**src/rtl/sha1_word_ram.sv**
```systemverilog
// Word RAM for the SHA-1 datapath: byte-enable writes, 1-cycle registered reads, and a clear sequencer.
// Build option: define SHA1_RAM_WRITE_FIRST_EN for write-first same-address reads (default is read-first).
module sha1_word_ram #(
    parameter int DATA_W = 32,
    parameter int ADDR_W = 7,
    parameter int DEPTH  = 128
) (
    input  logic                clk,
    input  logic                rst,
    input  logic                clr,
    input  logic                we,
    input  logic [DATA_W/8-1:0] be,
    input  logic [ADDR_W-1:0]   waddr,
    input  logic [DATA_W-1:0]   din,
    input  logic                re,
    input  logic [ADDR_W-1:0]   raddr,
    output logic [DATA_W-1:0]   dout,
    output logic                dout_valid,
    output logic                busy
);
    // Handshake: we/re are sampled on each rising edge while busy=0 and there is no
    // backpressure; dout_valid pulses for exactly one cycle after each accepted re,
    // and every access presented while busy=1 (or alongside clr) is discarded.
    localparam int                NB        = DATA_W / 8;
    localparam logic [ADDR_W-1:0] LAST_ADDR = ADDR_W'(DEPTH - 1);
    localparam logic [ADDR_W:0]   DEPTH_X   = (ADDR_W + 1)'(DEPTH);

    typedef enum logic {
        ST_CLEAR = 1'b0,
        ST_READY = 1'b1
    } state_t;

    state_t              state;
    logic [ADDR_W-1:0]   ptr;
    logic [DATA_W-1:0]   mem [0:DEPTH-1];

    logic                wr_hit;
    logic                rd_hit;
    logic                wr_go;
    logic [DATA_W-1:0]   rd_word;

    assign wr_hit = ({1'b0, waddr} < DEPTH_X);
    assign rd_hit = ({1'b0, raddr} < DEPTH_X);
    assign wr_go  = (state == ST_READY) && !clr && we && wr_hit;

`ifdef SHA1_RAM_WRITE_FIRST_EN
    logic [DATA_W-1:0] merged;

    // Same-address bypass: new lanes from din, untouched lanes from the stored word.
    always_comb begin
        merged = mem[raddr];
        for (int i = 0; i < NB; i++) begin
            if (be[i]) begin
                merged[8*i +: 8] = din[8*i +: 8];
            end
        end
    end

    assign rd_word = (wr_go && (waddr == raddr)) ? merged : mem[raddr];
`else
    assign rd_word = mem[raddr];
`endif

    always_ff @(posedge clk) begin
        if (rst) begin
            state      <= ST_CLEAR;
            ptr        <= '0;
            dout       <= '0;
            dout_valid <= 1'b0;
            busy       <= 1'b1;
        end else begin
            case (state)
                ST_CLEAR: begin
                    dout_valid <= 1'b0;
                    if (clr) begin
                        ptr <= '0;
                    end else if (ptr == LAST_ADDR) begin
                        state <= ST_READY;
                        busy  <= 1'b0;
                    end else begin
                        ptr <= ptr + 1'b1;
                    end
                end
                ST_READY: begin
                    if (clr) begin
                        state      <= ST_CLEAR;
                        ptr        <= '0;
                        busy       <= 1'b1;
                        dout_valid <= 1'b0;
                    end else begin
                        dout_valid <= re;
                        if (re) begin
                            dout <= rd_hit ? rd_word : '0;
                        end
                    end
                end
                default: begin
                    state <= ST_CLEAR;
                    ptr   <= '0;
                    busy  <= 1'b1;
                end
            endcase
        end
    end

    // Storage has no reset; the clear sequencer owns zeroing it.
    always_ff @(posedge clk) begin
        if (!rst) begin
            if (state == ST_CLEAR && !clr) begin
                mem[ptr] <= '0;
            end else if (wr_go) begin
                for (int i = 0; i < NB; i++) begin
                    if (be[i]) begin
                        mem[waddr][8*i +: 8] <= din[8*i +: 8];
                    end
                end
            end
        end
    end

endmodule

```
**config.mk**
```make
export PLATFORM = sky130hd
export DESIGN_NAME = sha1_word_ram
export DESIGN_NICKNAME = d
export VERILOG_FILES = /design/src/rtl/sha1_word_ram.sv
export SDC_FILE = /design/constraint.sdc
export NUM_CORES = 2
export LEC_CHECK = 0
export BUFFER_PORTS_ARGS = -buffer_cell sky130_fd_sc_hd__buf_2
export CORE_ASPECT_RATIO = 1.75
export CORE_MARGIN = 5
export CORE_UTILIZATION = 57
export CTS_CLUSTER_SIZE = 40
export DETAILED_ROUTE_END_ITERATION = 10
export GPL_TIMING_DRIVEN = 0
export PLACE_DENSITY = 0.71
export REMOVE_ABC_BUFFERS = 1
export SLEW_MARGIN = 20
export SYNTH_ARGS = -nofsm -noshare
export SYNTH_HDL_FRONTEND = slang
export SYNTH_SLANG_ARGS = --single-unit
```
**constraint.sdc**
```tcl
create_clock -name clk -period 7.9 [get_ports clk]
set_clock_uncertainty 0.15 [all_clocks]
set_input_delay 1.58 -clock clk [delete_from_list [all_inputs] [get_ports clk]]
set_output_delay 1.58 -clock clk [all_outputs]
set_load 0.1 [all_outputs]
```
# Word level (Yosys, flattened, before mapping)
# Memory sizes are Yosys's and may differ from the RTL's. A register that Yosys moved wholly into a read port is not among the register bits.
# Cells that the tools add are included.
word_totals:
  reg_bits: 10
  ramBits: 4096
  inputBits: 55
  out_inout_bits: 34
  word_cells: 61
  memories: 1
op_classes:
  addsub: 1
  eq_ne: 5
  muxes: 40
  n_bitwise: 2
  reduce_logical: 8
memory_table:
  columns: ["name", "depth", "width", "rd", "rd_ports_with_merged_regs", "wr", "line", "source"]
  rows:
  - ["mem", 128, 32, 1, 1, 1, "35", "logic [DATA_W-1:0] mem [0:DEPTH-1];"]
ops:
  columns: ["cell", "count"]
  rows:
  - ["32-bit two-way mux", 1]
  - ["32-bit OR reduction", 1]
  - ["1-bit two-way mux", 30]
  - ["7-bit two-way mux", 4]
  - ["7-bit one-hot mux with 2 select lines", 1]
  - ["7-bit by 1-bit adder with 7-bit output, second input constant", 1]
  - ["7-bit equality test, second input constant", 1]
  - ["2-bit inequality test, second input constant", 3]
  - ["1-bit one-hot mux with 2 select lines", 3]
  - ["3-bit AND reduction", 2]
  - ["4-bit two-way mux", 1]
  - ["1-bit logical AND", 3]
  - ["3-bit inequality test, second input constant", 1]
  - ["1-bit inverter", 2]
  - ["2-bit AND reduction", 1]
  - ["1-bit zero test", 1]

# Logic depth before layout (Yosys ltp)
depth:
  word_depth: 9
  depth_mapped: 12

# Worst setup path after synthesis
# OpenSTA, ideal clock, no wires.
synth_timing:
  path_type: "input -> register"
  startpoint: "input port clr"
  endpoint: "memory mem[0][10] (data pin)"
  setup_time_ns: 0.535
  arrival_time_ns: 4.533
  setup_slack_ns: 2.682
  cell_stages: 6
  n_path_buf: 3
  path_cell_list: "or2_0 > buf_2 > nor3_4 > buf_2 > clkbuf_1 > and2_1"
synth_between:
  elab_chain_len: 9
synth_lines:
  columns: ["element", "line", "source"]
  rows:
  - ["start: declaration", "10", "input logic clr,"]
  - ["1-bit zero test *", "44, 109", null]
  - ["1-bit logical AND (2 in a row)", "44", "assign wr_go = (state == ST_READY) && !clr && we && wr_hit;"]
  - ["1-bit two-way mux", "111", "end else if (wr_go) begin"]
  - ["1-bit two-way mux", "109", "if (state == ST_CLEAR && !clr) begin"]
  - ["1-bit two-way mux", "108", "if (!rst) begin"]
  - ["1-bit two-way mux (implied by the code)", "114", "mem[waddr][8*i +: 8] <= din[8*i +: 8];"]
  - ["32-bit OR reduction (no line) *", null, null]
  - ["32-bit two-way mux (no line) *", null, null]
  - ["end: declaration", "35", null]
# Mark *: on every way between the ends. The rest lies on a longest branch, timed or not.

# Final worst setup path
layout_timing:
  startpoint: "input port rst"
  endpoint: "memory mem[25][8], enable pin"
layout_between:
  elab_chain_len: 4
layout_lines:
  columns: ["element", "line", "source"]
  rows:
  - ["start: declaration", "9", "input logic rst,"]
  - ["1-bit two-way mux", "108", null]
  - ["1-bit two-way mux (implied by the code)", "114", null]
  - ["32-bit OR reduction (no line)", null, null]
  - ["7-bit two-way mux (no line) or 4-bit two-way mux (tied branches)", null, null]
# Several ways; a longest one is shown, not always the timed one.

==> impl_metrics.ini <==
[outcome]
status = completed

[grt]
antenna_found_initial = 38
grt_overflow_total = 0
grt_util_all_layers_pct = 31.7
grt_max_degree = 107
grt_pass1_vias = 84800
grt_pass1_wl_um = 647000

[power_and_ir_drop]
p_sw_share_pct = 20.7
comb_power_share_pct = 4.0
p_per_area_nw_per_um2 = 239
power_frac_clock_pct = 40.7
power_switching_mw = 8.89
intPower_mw = 34.0
power_mw = 42.9
seqPwrFrac_pct = 55.3
leakage_nw = 49.5
ir_worst_vdd_v = 0.000195

[clocking]
path_clk_slew_ns = 0.07
clock-sinks = 4138
cts_tree = done
postCtsResizedCells = 0
cts_setup_buffers = 0
cts.path.max_buffers = 4
clockRootBuffer = clkbuf_16
clkLatencyLatePin_ns = 0.93
h-tree-depth = 5
ctsHoldBuffers = 0
numCtsBuffers = 346

[setup_path]
cp.buffers_inverters = 2
worstPathMaxFanout = 22
critical_path.top_delay_family = simple AND/OR/NAND/NOR gates
endpoint_kind = register
cp_slowest_cell = nand2_1
critPathKind = input pin to register
r2r_setup_slack_ns = 2.09
cp_data_arrival_time_ns = 6.85
rr_endpoint = mem[25][8]
cp_cell_sequence = buf_2, or2_1, nor3_4, buf_8, mux2_4, nor2_1, nand2_1, nor2_1
worst_ep_required_time_ns = 8.29
crit_path_max_incr_delay_ns = 1.04
rr_worst_depth = 7
r2r-start = state
critPathLaunch = rst
crit_top_cell = nor2_1
critPathLaunchType = input pin

[floorplan]
core_area_sq_um = 281000
dieWidth_um = 412
start_util_pct = 57.2
design.die.area_sq_um = 293000
chipHeight_um = 713
row_count = 258
io_pins = 89

[logic_synthesis]
async_flop_share_pct = 0
ys.flop_type = edfxtp_1
syn_area_sq_um = 161000
synth_edf_count = 4096
synth_warnings = 0
synth_cell_type_count = 74
synthesis.instances = 8083
yosys_register_bits = 4138
ys_seq_area_share_pct = 77.0
syn_avg_cell_area_sq_um = 19.9

[timing]
max_slew_margin_pct = 12.3
rsz0062_at_grt = no
finalCriticalPeriod_ns = 6.45
slew_violations = 0
setup_tns_ns = 0
post-route-period-util_pct = 81.7
hold_viol_final = 0
max_freq_mhz = 155
setup_viol = 0
finalWorstSetupSlack_ns = 1.45
tightest_slew_ns = 1.31
hold_ws_ns = 0.380

[drt]
drt_iter0_drc = 10800
drc_errors = 0
drt-total-wl_um = 467000
final_antenna_net_count = 0
vias_per_cell = 6.91
first_pass_iters = 6
post_drt_wl_per_cell_um = 38.2
via_count = 84500

[final_layout]
area_delta_synth_final_pct = 11.5
layout_common_cells = edfxtp_1, mux4_2, mux2i_1
final_core_util_pct = 63.7
drive_gt1_share_pct = 19.9
final_common_cell = edfxtp_1
nNetsFinal = 8231

[placed_design]
dp_slack_ns = 0.532
post-dp-hpwl_um = 304000
place.port_buffers = 88
gp_routability_congestion = 0.885

[hold_path]
hold_end = dout[25]
min_path_type = register to register
min_path_cells = 2
min_from = dout[25]

[run]
timing.max_cap.violations = 0
synthesized netlist by cell type (all sizes together), types with 6 or more instances:
cell | n | share of area (%)
edfxtp | 4096 | 76
o2111ai | 16 | 0.087
or2 | 8 | 0.031
a32oi | 8 | 0.044
mux2i | 645 | 4.0
nand2 | 217 | 0.51
a211oi | 28 | 0.13
nor2b | 14 | 0.054
clkbuf | 150 | 0.35
a21o | 6 | 0.028
and2 | 54 | 0.21
o21ai | 79 | 0.25
and3 | 12 | 0.047
nand3b | 21 | 0.098
o221ai | 26 | 0.14
a31oi | 77 | 0.30
o22ai | 114 | 0.44
nand4 | 28 | 0.11
a21oi | 123 | 0.38
a221oi | 22 | 0.12
nor3 | 78 | 0.25
a41oi | 7 | 0.038
o211ai | 29 | 0.14
nand3 | 93 | 0.29
o21bai | 7 | 0.033
dfxtp | 42 | 0.52
a22oi | 321 | 1.5
mux4 | 723 | 10
a22o | 34 | 0.19
mux2 | 12 | 0.086
buf | 362 | 1.4
nand2b | 23 | 0.089
nor2 | 556 | 1.3
sequential cells by signal, summed over array words and instances (netlist names):
register / flops
busy: 1
dout: 32
dout_valid: 1
mem: 4096
ptr: 7
state: 1
power groups by stage:
stage | combinational, mW | clock (mW) | sequential [mW]
global placement | 2.43 | 0 | 24.2
detailed placement | 1.68 | 0 | 24.2
global route | 1.73 | 18.4 | 23.7
floorplan | 0.615 | 0 | 24.2
CTS | 1.68 | 17.5 | 23.7
finish | 1.72 | 17.4 | 23.7
metal layers:
metal	up-vias	GRT usage [%]	share of wire, %
met5	-	0	0.012
met4	8	24.3	9.9
met3	1442	8.02	11
met2	5786	50.5	48
met1	43900	37.2	31
li1	33400	-	-
worst reg2reg max path: stages, from the launching register on:
cell and delay [ns]:
dfxtp_1 1.00, nand2_1 0.22, nor3_4 0.48, buf_8 0.27, mux2_4 0.39, nor2_1 0.84, nand2_1 1.04, nor2_1 1.04
cells by family after synthesis:
group           synth area share (%)
xor+xnor                      0.0272
buf+inv                         1.74
compound gates                  3.96
simple gates                    3.06
fa+ha+maj                    0.00778
mux                             14.2
flops                           77.0
how the worst max path moves through the flow:
stage	endpoint	slack, ns	cells after the start
3_3_place_gp	dout[31]	-84.93	7
5_1_grt	dout[0]	1.18	12
2_1_floorplan	mem[0][0]	2.33	3
4_1_cts	dout[2]	1.47	12
6_report	mem[25][8]	1.45	8
3_5_place_dp	dout[2]	0.53	12
through the flow:
step	std cells	instance area (sq um)
floorplan	7571	158000
global placement	11400	163000
detailed placement	11600	168000
CTS	12200	179000
global route	12200	179000
finish	12200	179000
layout make-up:
class	instances	area [sq um]
clock buffer	419	9190
multi-input combinational	3428	35000
inverter	5	33.8
tap	3770	4720
fill	18500	102000
clock inverter	193	2080
antenna	19	47.5
timing repair buffer	256	4470
sequential	4138	124000
No activity file was read; power rests on OpenSTA's default activity.
